<file path="src/rtl/riscv_ctrl_pkg.sv">
// -----------------------------------------------------------------------------
// riscv_ctrl_pkg
// Shared definitions for the RV32I multicycle controller:
//   - state_t   : 4-bit FSM state encoding (also exported on state_o)
//   - OP_*      : RV32I major opcodes the controller supports
//   - ALU_OP_*  : class code handed to the existing ALU decoder
//   - RES_*, SRC_A_*, SRC_B_* : datapath mux select codes
//   - ctrl_t    : packed control word driven onto the datapath
// -----------------------------------------------------------------------------
package riscv_ctrl_pkg;

  typedef enum logic [3:0] {
    S_FETCH    = 4'd0,
    S_DECODE   = 4'd1,
    S_MEMADR   = 4'd2,
    S_MEMREAD  = 4'd3,
    S_MEMWB    = 4'd4,
    S_MEMWRITE = 4'd5,
    S_EXECR    = 4'd6,
    S_EXECI    = 4'd7,
    S_ALUWB    = 4'd8,
    S_BEQ      = 4'd9,
    S_JAL      = 4'd10
  } state_t;

  localparam logic [6:0] OP_LOAD  = 7'b0000011;
  localparam logic [6:0] OP_STORE = 7'b0100011;
  localparam logic [6:0] OP_R     = 7'b0110011;
  localparam logic [6:0] OP_I     = 7'b0010011;
  localparam logic [6:0] OP_BEQ   = 7'b1100011;
  localparam logic [6:0] OP_JAL   = 7'b1101111;

  localparam logic [1:0] ALU_OP_ADD   = 2'b00;
  localparam logic [1:0] ALU_OP_SUB   = 2'b01;
  localparam logic [1:0] ALU_OP_RTYPE = 2'b10;
  localparam logic [1:0] ALU_OP_ITYPE = 2'b11;

  localparam logic [1:0] RES_ALUOUT = 2'b00;
  localparam logic [1:0] RES_DATA   = 2'b01;
  localparam logic [1:0] RES_ALU    = 2'b10;

  localparam logic [1:0] SRC_A_PC    = 2'b00;
  localparam logic [1:0] SRC_A_OLDPC = 2'b01;
  localparam logic [1:0] SRC_A_RS1   = 2'b10;

  localparam logic [1:0] SRC_B_RS2  = 2'b00;
  localparam logic [1:0] SRC_B_IMM  = 2'b01;
  localparam logic [1:0] SRC_B_FOUR = 2'b10;

  typedef struct packed {
    logic       pc_write;
    logic       adr_src;
    logic       mem_write;
    logic       ir_write;
    logic [1:0] result_src;
    logic [1:0] alu_src_a;
    logic [1:0] alu_src_b;
    logic [1:0] alu_op;
    logic       reg_write;
  } ctrl_t;

  // True for every opcode that has a state path; anything else is illegal.
  function automatic logic is_legal_op(logic [6:0] op);
    return (op == OP_LOAD) || (op == OP_STORE) || (op == OP_R) ||
           (op == OP_I)    || (op == OP_BEQ)   || (op == OP_JAL);
  endfunction

endpackage

</file>
<file path="src/rtl/multicycle_control_if.sv">
// -----------------------------------------------------------------------------
// multicycle_control_if
// Bundle between the multicycle controller and the shared datapath.
//   master : controller side (samples opcode/zero/mem_ready, drives controls)
//   slave  : datapath side
// Signals:
//   opcode, zero, mem_ready             datapath/memory -> controller
//   pc_write, adr_src, mem_write,
//   ir_write, result_src, alu_src_a,
//   alu_src_b, alu_op, reg_write        controller -> datapath
//   illegal_instr, state_o, instret     controller status/debug
// -----------------------------------------------------------------------------
interface multicycle_control_if #(
  parameter int CNT_W = 32
);
  logic [6:0]       opcode;
  logic             zero;
  logic             mem_ready;
  logic             pc_write;
  logic             adr_src;
  logic             mem_write;
  logic             ir_write;
  logic [1:0]       result_src;
  logic [1:0]       alu_src_a;
  logic [1:0]       alu_src_b;
  logic [1:0]       alu_op;
  logic             reg_write;
  logic             illegal_instr;
  logic [3:0]       state_o;
  logic [CNT_W-1:0] instret;

  modport master (
    input  opcode, zero, mem_ready,
    output pc_write, adr_src, mem_write, ir_write, result_src,
           alu_src_a, alu_src_b, alu_op, reg_write,
           illegal_instr, state_o, instret
  );

  modport slave (
    output opcode, zero, mem_ready,
    input  pc_write, adr_src, mem_write, ir_write, result_src,
           alu_src_a, alu_src_b, alu_op, reg_write,
           illegal_instr, state_o, instret
  );
endinterface

</file>
<file path="src/rtl/multicycle_out_decode.sv">
// -----------------------------------------------------------------------------
// multicycle_out_decode
// Combinational state -> control word decode for the multicycle controller.
// Ports:
//   state      in   current FSM state
//   zero       in   ALU zero flag (qualifies the branch PC write)
//   mem_ready  in   memory handshake (qualifies the fetch enables)
//   ctrl       out  datapath control word
// -----------------------------------------------------------------------------
module multicycle_out_decode
  import riscv_ctrl_pkg::*;
(
  input  state_t state,
  input  logic   zero,
  input  logic   mem_ready,
  output ctrl_t  ctrl
);

  always_comb begin
    // NOTE: every field gets a default before the case so no path can leave
    // a control bit unassigned and infer a latch.
    ctrl = '0;
    case (state)
      S_FETCH: begin
        // PC+4 is formed on the ALU and written straight back to PC;
        // IR/PC only move once memory actually delivers the instruction.
        ctrl.adr_src    = 1'b0;
        ctrl.alu_src_a  = SRC_A_PC;
        ctrl.alu_src_b  = SRC_B_FOUR;
        ctrl.alu_op     = ALU_OP_ADD;
        ctrl.result_src = RES_ALU;
        ctrl.ir_write   = mem_ready;
        ctrl.pc_write   = mem_ready;
      end
      S_DECODE: begin
        // Branch target OldPC + imm is parked in ALUOut for BEQ.
        ctrl.alu_src_a = SRC_A_OLDPC;
        ctrl.alu_src_b = SRC_B_IMM;
        ctrl.alu_op    = ALU_OP_ADD;
      end
      S_MEMADR: begin
        ctrl.alu_src_a = SRC_A_RS1;
        ctrl.alu_src_b = SRC_B_IMM;
        ctrl.alu_op    = ALU_OP_ADD;
      end
      S_MEMREAD: begin
        ctrl.adr_src    = 1'b1;
        ctrl.result_src = RES_ALUOUT;
      end
      S_MEMWB: begin
        ctrl.result_src = RES_DATA;
        ctrl.reg_write  = 1'b1;
      end
      S_MEMWRITE: begin
        // Strobe is held for the whole access, including the ready cycle.
        ctrl.adr_src    = 1'b1;
        ctrl.result_src = RES_ALUOUT;
        ctrl.mem_write  = 1'b1;
      end
      S_EXECR: begin
        ctrl.alu_src_a = SRC_A_RS1;
        ctrl.alu_src_b = SRC_B_RS2;
        ctrl.alu_op    = ALU_OP_RTYPE;
      end
      S_EXECI: begin
        ctrl.alu_src_a = SRC_A_RS1;
        ctrl.alu_src_b = SRC_B_IMM;
        ctrl.alu_op    = ALU_OP_ITYPE;
      end
      S_ALUWB: begin
        ctrl.result_src = RES_ALUOUT;
        ctrl.reg_write  = 1'b1;
      end
      S_BEQ: begin
        ctrl.alu_src_a  = SRC_A_RS1;
        ctrl.alu_src_b  = SRC_B_RS2;
        ctrl.alu_op     = ALU_OP_SUB;
        ctrl.result_src = RES_ALUOUT;
        ctrl.pc_write   = zero;
      end
      S_JAL: begin
        // PC <= ALUOut (jump target from DECODE) while the ALU forms
        // OldPC + 4 for the link write in ALUWB.
        ctrl.alu_src_a  = SRC_A_OLDPC;
        ctrl.alu_src_b  = SRC_B_FOUR;
        ctrl.alu_op     = ALU_OP_ADD;
        ctrl.result_src = RES_ALUOUT;
        ctrl.pc_write   = 1'b1;
      end
      default: ctrl = '0;
    endcase
  end

endmodule

</file>
<file path="src/rtl/multicycle_control.sv">
// -----------------------------------------------------------------------------
// multicycle_control
// Moore FSM sequencing the shared RV32I multicycle datapath (single memory
// port, one ALU, IR/ALUOut/Data registers). Decodes the opcode in DECODE,
// walks the per-class state path, waits on the memory ready handshake and
// counts retired instructions.
// Ports:
//   clk    in   rising-edge clock
//   reset  in   synchronous, active-high; forces every output to 0
//   bus    master side of multicycle_control_if (opcode/zero/mem_ready in,
//          datapath controls, illegal_instr, state_o, instret out)
// Parameters:
//   CNT_W  width of the wrapping retired-instruction counter
// -----------------------------------------------------------------------------
module multicycle_control
  import riscv_ctrl_pkg::*;
#(
  parameter int CNT_W = 32
) (
  input logic                 clk,
  input logic                 reset,
  multicycle_control_if.master bus
);

  state_t           state_q;
  state_t           state_d;
  logic [CNT_W-1:0] instret_q;
  ctrl_t            ctrl;
  logic             illegal;
  logic             retire;

  // ---------------------------------------------------------------------------
  // State register and retired-instruction counter
  // ---------------------------------------------------------------------------
  always_ff @(posedge clk) begin
    // NOTE: sequential state uses non-blocking assignments so every register
    // samples the pre-edge values regardless of statement order.
    if (reset) begin
      state_q   <= S_FETCH;
      instret_q <= '0;
    end else begin
      state_q <= state_d;
      if (retire) instret_q <= instret_q + CNT_W'(1);
    end
  end

  // ---------------------------------------------------------------------------
  // Next-state logic. opcode is only consulted from DECODE onward, where IR
  // is stable because ir_write is confined to FETCH.
  // ---------------------------------------------------------------------------
  always_comb begin
    state_d = state_q;
    case (state_q)
      S_FETCH:    if (bus.mem_ready) state_d = S_DECODE;
      S_DECODE: begin
        case (bus.opcode)
          OP_LOAD, OP_STORE: state_d = S_MEMADR;
          OP_R:              state_d = S_EXECR;
          OP_I:              state_d = S_EXECI;
          OP_BEQ:            state_d = S_BEQ;
          OP_JAL:            state_d = S_JAL;
          default:           state_d = S_FETCH;
        endcase
      end
      S_MEMADR:   state_d = (bus.opcode == OP_LOAD) ? S_MEMREAD : S_MEMWRITE;
      S_MEMREAD:  if (bus.mem_ready) state_d = S_MEMWB;
      S_MEMWB:    state_d = S_FETCH;
      S_MEMWRITE: if (bus.mem_ready) state_d = S_FETCH;
      S_EXECR:    state_d = S_ALUWB;
      S_EXECI:    state_d = S_ALUWB;
      S_ALUWB:    state_d = S_FETCH;
      S_BEQ:      state_d = S_FETCH;
      S_JAL:      state_d = S_ALUWB;
      default:    state_d = S_FETCH;
    endcase
  end

  // Illegal opcodes retire in DECODE; JAL retires later in ALUWB.
  assign illegal = (state_q == S_DECODE) && !is_legal_op(bus.opcode);
  assign retire  = (state_q == S_MEMWB) || (state_q == S_ALUWB) ||
                   (state_q == S_BEQ)   || illegal ||
                   ((state_q == S_MEMWRITE) && bus.mem_ready);

  multicycle_out_decode u_out_decode (
    .state     (state_q),
    .zero      (bus.zero),
    .mem_ready (bus.mem_ready),
    .ctrl      (ctrl)
  );

  // ---------------------------------------------------------------------------
  // Output stage: reset overrides the state decode so no write strobe can
  // escape in the cycle reset is sampled, even mid-instruction.
  // ---------------------------------------------------------------------------
  assign bus.pc_write      = !reset && ctrl.pc_write;
  assign bus.adr_src       = !reset && ctrl.adr_src;
  assign bus.mem_write     = !reset && ctrl.mem_write;
  assign bus.ir_write      = !reset && ctrl.ir_write;
  assign bus.reg_write     = !reset && ctrl.reg_write;
  assign bus.result_src    = reset ? 2'b00 : ctrl.result_src;
  assign bus.alu_src_a     = reset ? 2'b00 : ctrl.alu_src_a;
  assign bus.alu_src_b     = reset ? 2'b00 : ctrl.alu_src_b;
  assign bus.alu_op        = reset ? 2'b00 : ctrl.alu_op;
  assign bus.illegal_instr = !reset && illegal;
  assign bus.state_o       = reset ? 4'd0 : state_q;
  assign bus.instret       = reset ? '0 : instret_q;

endmodule

</file>
<file path="src/flat_wrapper.sv">
// flat-port wrapper written by rule: the top's interface ports become plain ports
module multicycle_control_flat import riscv_ctrl_pkg::*;
#(
  parameter int CNT_W = 32
)
  (clk, reset, bus_opcode, bus_zero, bus_mem_ready, bus_pc_write, bus_adr_src, bus_mem_write, bus_ir_write, bus_result_src, bus_alu_src_a, bus_alu_src_b, bus_alu_op, bus_reg_write, bus_illegal_instr, bus_state_o, bus_instret);
  multicycle_control_if #(.CNT_W(CNT_W)) bus_i ();
  input logic clk;
  input logic reset;
  input wire logic [$bits(bus_i.opcode)-1:0] bus_opcode;
  input wire logic [$bits(bus_i.zero)-1:0] bus_zero;
  input wire logic [$bits(bus_i.mem_ready)-1:0] bus_mem_ready;
  output wire logic [$bits(bus_i.pc_write)-1:0] bus_pc_write;
  output wire logic [$bits(bus_i.adr_src)-1:0] bus_adr_src;
  output wire logic [$bits(bus_i.mem_write)-1:0] bus_mem_write;
  output wire logic [$bits(bus_i.ir_write)-1:0] bus_ir_write;
  output wire logic [$bits(bus_i.result_src)-1:0] bus_result_src;
  output wire logic [$bits(bus_i.alu_src_a)-1:0] bus_alu_src_a;
  output wire logic [$bits(bus_i.alu_src_b)-1:0] bus_alu_src_b;
  output wire logic [$bits(bus_i.alu_op)-1:0] bus_alu_op;
  output wire logic [$bits(bus_i.reg_write)-1:0] bus_reg_write;
  output wire logic [$bits(bus_i.illegal_instr)-1:0] bus_illegal_instr;
  output wire logic [$bits(bus_i.state_o)-1:0] bus_state_o;
  output wire logic [$bits(bus_i.instret)-1:0] bus_instret;
  assign bus_i.opcode = bus_opcode;
  assign bus_i.zero = bus_zero;
  assign bus_i.mem_ready = bus_mem_ready;
  assign bus_pc_write = bus_i.pc_write;
  assign bus_adr_src = bus_i.adr_src;
  assign bus_mem_write = bus_i.mem_write;
  assign bus_ir_write = bus_i.ir_write;
  assign bus_result_src = bus_i.result_src;
  assign bus_alu_src_a = bus_i.alu_src_a;
  assign bus_alu_src_b = bus_i.alu_src_b;
  assign bus_alu_op = bus_i.alu_op;
  assign bus_reg_write = bus_i.reg_write;
  assign bus_illegal_instr = bus_i.illegal_instr;
  assign bus_state_o = bus_i.state_o;
  assign bus_instret = bus_i.instret;
  multicycle_control #(.CNT_W(CNT_W)) u_core (.clk(clk), .reset(reset), .bus(bus_i));
endmodule
</file>
<file path="config.mk">
export PLATFORM = sky130hd
export DESIGN_NAME = multicycle_control_flat
export DESIGN_NICKNAME = d
export VERILOG_FILES = /design/src/rtl/riscv_ctrl_pkg.sv /design/src/rtl/multicycle_control_if.sv /design/src/rtl/multicycle_out_decode.sv /design/src/rtl/multicycle_control.sv /design/src/flat_wrapper.sv
export SDC_FILE = /design/constraint.sdc
export NUM_CORES = 1
export LEC_CHECK = 0
export CAP_MARGIN = 20
export CORE_MARGIN = 2
export CORE_UTILIZATION = 51
export CTS_BUF_LIST = sky130_fd_sc_hd__clkbuf_4
export CTS_CLUSTER_DIAMETER = 60
export CTS_CLUSTER_SIZE = 28
export DETAILED_ROUTE_END_ITERATION = 16
export MAX_ROUTING_LAYER = met4
export PLACE_DENSITY_LB_ADDON = 0.2
export SYNTH_ARGS = -nofsm -noshare
export SYNTH_HDL_FRONTEND = slang
export SYNTH_SLANG_ARGS = --single-unit
</file>
<file path="constraint.sdc">
create_clock -name clk -period 2.7 [get_ports clk]
set_clock_uncertainty 0.1 [all_clocks]
set_input_delay 0.81 -clock clk [delete_from_list [all_inputs] [get_ports clk]]
set_output_delay 0.81 -clock clk [all_outputs]
set_load 0.01 [all_outputs]
</file>
# Word level (Yosys, flattened, before mapping)
# Index checks and enable logic that the tools add are counted.
totals:
  wordCells: 66
  regBits: 36
  in_bits: 11
  out_inout_bits: 50
classes:
  mux: 19
  n_eq_ne: 19
  add_sub_neg: 1
  reduce_logical: 25
op_table:
  columns: ["cell", "count"]
  rows:
  - ["case mux 6 bit (7 select lines)", 1]
  - ["adder 32 x 1 -> 32 bit (second input constant)", 1]
  - ["2-to-1 mux 32 bit", 1]
  - ["case mux 4 bit (6 select lines)", 1]
  - ["case mux 4 bit (5 select lines)", 1]
  - ["== test 4 x 3 -> 1 bit (second input constant)", 4]
  - ["2-to-1 mux 4 bit", 4]
  - ["== test 7 x 6 -> 1 bit (second input constant)", 2]
  - ["== test 7 bit (second input constant)", 2]
  - ["== test 4 bit (second input constant)", 3]
  - ["logical OR 1 bit", 9]
  - ["== test 4 x 2 -> 1 bit (second input constant)", 2]
  - ["logical AND 1 bit", 8]
  - ["2-to-1 mux 2 bit", 4]
  - ["== test 7 x 2 -> 1 bit (second input constant)", 1]
  - ["== test 7 x 5 -> 1 bit (second input constant)", 1]
  - ["inequality test 2 bit (second input constant)", 3]
  - ["OR reduction 2 bit", 3]
  - ["== test 4 x 1 -> 1 bit (second input constant)", 1]
  - ["zero test 4 bit", 1]
  - ["2-to-1 mux 1 bit", 4]
  - ["case mux 2 bit (2 select lines)", 1]
  - ["2-to-1 mux 3 bit", 1]
  - ["case mux 1 bit (3 select lines)", 1]
  - ["3 further kinds", 4]

# Logic depth before layout (Yosys ltp)
logic_depth:
  ltp_word: 10
  depth_mapped: 8
  depth_no_buf: 6

# By module
# A second synthesis with hierarchy kept.
unflattened:
  hier_cells: 320
  hier_area_um2: 2522.4
by_module_without_submodules:
  columns: ["mod", "instances", "seq_area_each_um2", "area_per_inst_um2", "cells_each"]
  rows:
  - ["multicycle_control", 1, 720.7, 2304.7, 287]
  - ["multicycle_out_decode", 1, 0.0, 217.7, 33]

# Least setup slack after synthesis
# OpenSTA, ideal clock, no wires.
synth_timing:
  path_kind: "in2out"
  from: "input reset"
  to: "output bus_alu_src_b[0]"
  required_time_ns: 1.790
  cell_stages: 3
  arrival_time_ns: 1.857
  n_path_buf: 2
  slack_ns: -0.067
  cell_sequence: "clkbuf_1 > buf_1 > a2111oi_0"
synth_between:
  elab_chain_cells: 1
synth_rtl:
  columns: ["element", "line", "source"]
  rows:
  - ["from (decl)", "flat_wrapper.sv:9", "input logic reset;"]
  - ["2-to-1 mux 2 bit", "multicycle_control.sv:102", "assign bus.alu_src_b = reset ? 2'b00 : ctrl.alu_src_b;"]
  - ["to (decl)", "flat_wrapper.sv:19", "output wire logic [$bits(bus_i.alu_src_b)-1:0] bus_alu_src_b;"]
# Every way passes these cells.

# Final worst setup path
layout_timing:
  from: "input reset"
  to: "output bus_alu_src_a[0]"
layout_between:
  elab_chain_cells: 1
layout_rtl:
  columns: ["element", "line", "source"]
  rows:
  - ["2-to-1 mux 2 bit", "multicycle_control.sv:101", "assign bus.alu_src_a = reset ? 2'b00 : ctrl.alu_src_a;"]
  - ["to (decl)", "flat_wrapper.sv:18", "output wire logic [$bits(bus_i.alu_src_a)-1:0] bus_alu_src_a;"]
# Every way passes these cells.

==> summary.txt <==
Max Clock Freq = 0.3794 GHz
Seq/Total Area, Yosys = 0.3036
Chip width = 72.22 um
Gate Count Post-Synth = 314
Antenna Cells = 0
Kind of critical path = primary input to primary output
Vias = 2615
PortBufs = 60
Number of global-route vias before repair = 2377
Count leader, synth = nor2b_1
Post-synth ARST share = 0
CTS Sinks = 36
Detailed Route WL = 6.234 mm
WL/cell = 13.79 um
Syn_nets = 326
Peak VDD IR = 0.3350 mV
Share of layout cells above drive strength 1 = 0.2125
EDFF count, synth = 0
Mapped cell area = 0.002374 mm2
# nets final = 411
Post-route ant nets = 0
Post-Place Cells = 443
Status = finished, final reports clean
Largest net degree at the start of global routing = 41
Die area = 0.005216 mm2
DRC = 0
Leak Pwr = 1.530 nW
Actual slew at the worst max-slew pin = 0.3617 ns
Global-route wire length before repair = 10.43 mm
Hold Slack = 0.3998 ns
Critical-path maximum fanout = 9
Finished Layout Cells = 452
Num rows = 24
Clk_lat worst skew = 0.34 ns
PwrDens = 341.9 mW/mm2
Startpoint Class = primary input
Synth Flop Type = dfxtp_1
Worst Setup End Kind = primary output
WP data required = 1.79 ns
Final setup viols = 0
Post-DP HPWL = 4.596 mm
Fillers = 348
Final worst setup slack = 0.06412 ns
Synth area leaders = dfxtp_1, nor2b_1, mux2_2, nor2_1, a21oi_1
CTS Buffer Depth = 2
Final setup TNS = 0 ns
H-tree depth = 2
MaxCap Viol Count = 0
Via/cell ratio = 5.785
Layout area overhead = 40.27%
Die H = 72.22 um
Slew margin rel. = 0.7555
Placer Congestion = 0.8594
Final Hold Fails = 0
Post-synth top area share = 0.3036
Hold WC Path Type = flop to flop
CTS root buf = clkbuf_4
Global route overflow = 0
Syn Area/Cell = 7.559 um2
Starting density of the core = 0.5377
Placement Setup Slack = -0.8374 ns
Area post-placement = 0.003257 mm2
Gr usage total = 0.2549
DRT iter0 DRCs = 167
Library cells used by synthesis = 48
CTS tree = done
Worst EP arrival = 1.73 ns
Tcrit/Tclk final = 0.9763
Crit path time final = 2.636 ns
Synthesized flop and latch total = 36
CTS Buf Count = 5
DRT Pass-1 Iters = 4
Core ar. = 0.004414 mm2
Clk slew on worst S/H paths = 0.11 ns
Yosys warns = 0
Slew Limit Fails = 0
Synth area leader = dfxtp_1
Synth top cells by count = nor2b_1, dfxtp_1, nor2_1
Hold_buf cts = 0
Non-Filler Cell Area, Final = 0.003329 mm2
Top Ports = 61
Initial antenna violation count = 0
RSZ-0062 raised after global routing = no
[layer usage]
layer | part of all wire | vias to the layer above | track usage | wire, um
met3 | 0.054 | 14 | 0.04583 | 334
met5 | 0 | - | - | 0
met2 | 0.50 | 78 | 0.4220 | 3089
met4 | 0.014 | 0 | 0.07757 | 87
met1 | 0.44 | 1221 | 0.3164 | 2721
li1 | - | 1302 | - | -
[report_power, final]
| part | switching (mW) | internal, mW |
|---|---|---|
| combinational | 0.110 | 0.0978 |
| sequential | 0.00982 | 0.538 |
| clock | 0.190 | 0.193 |
[logic make-up (layout without fill, tap and decap cells)]
family | after synthesis | in the layout | synth area share
xor+xnor | 4 | 4 | 0.01476
buf+inv | 27 | 113 | 0.04692
simple gates | 179 | 179 | 0.4275
flops | 36 | 36 | 0.3036
fa+ha+maj | 1 | 1 | 0.005271
mux | 13 | 13 | 0.06062
compound gates | 54 | 54 | 0.1413
[worst paths after layout]
| kind | from | to | slack (ns) | cells past startpoint |
|---|---|---|---|---|
| worst max-delay path | reset | bus_alu_src_a[0] | 0.06 | 4 |
| worst min-delay path | u_core.instret_q[27] | u_core.instret_q[27] | 0.40 | 2 |
| worst max register to register | u_core.state_q[2] | u_core.instret_q[8] | 0.33 | 7 |
| worst min register to register | u_core.instret_q[27] | u_core.instret_q[27] | 0.40 | 2 |
[area by class of cell]
type                    count  area [um2]  share of cell area
well taps                  52       65.06             0.01954
inverters                   6       22.52            0.006764
flip-flops and latches     36       725.7              0.2180
repair buffers             99       842.1              0.2529
clock buffers               5       37.54             0.01127
clock inverters             3       42.54             0.01278
multi-input cells         251        1594              0.4788
[state kept, by name, indices dropped and copies added (netlist names)]
signal,count
u_core.state_q,4
u_core.instret_q,32
[placed cells by master (no fill, tap or decap), types with 4 or more instances in the layout]
cell type / instances
buf_2: 4
clkbuf_4: 5
mux2_2: 11
and2_1: 4
buf_4: 34
nand3_1: 11
dlygate4sd2_1: 51
or4_1: 12
nor3_1: 13
dfxtp_1: 34
nor2_1: 29
o31ai_1: 5
or3_1: 8
a21oi_1: 18
inv_1: 6
nor4_1: 4
nand2_1: 22
nand4_1: 8
and3_1: 4
nor4b_1: 4
o21ai_0: 15
nand2b_1: 4
nor2b_1: 36
[stage by stage]
| step | power [mW] | utilization |
|---|---|---|
| after floorplan | 0.6624 | - |
| after global placement | 0.7634 | 0.7378 |
| after detailed placement | 0.7687 | 0.7378 |
| after CTS | 1.140 | 0.7517 |
| after global routing | 1.187 | 0.7543 |
| final | 1.138 | 0.7543 |
[worst max-delay path, stage by stage]
cell           delay, ns
buf_2               0.17
or2_2               0.35
nor2_1              0.12
dlygate4sd2_1       0.27
[timing repair]
item	4_1_cts	5_1_grt
buffers inserted	1	0
pin swaps	5	2
cloned	0	0
endpoints found under the setup margin	50	10
gates resized for setup	80	9
Note: power is estimated with default switching activity, not from simulation.
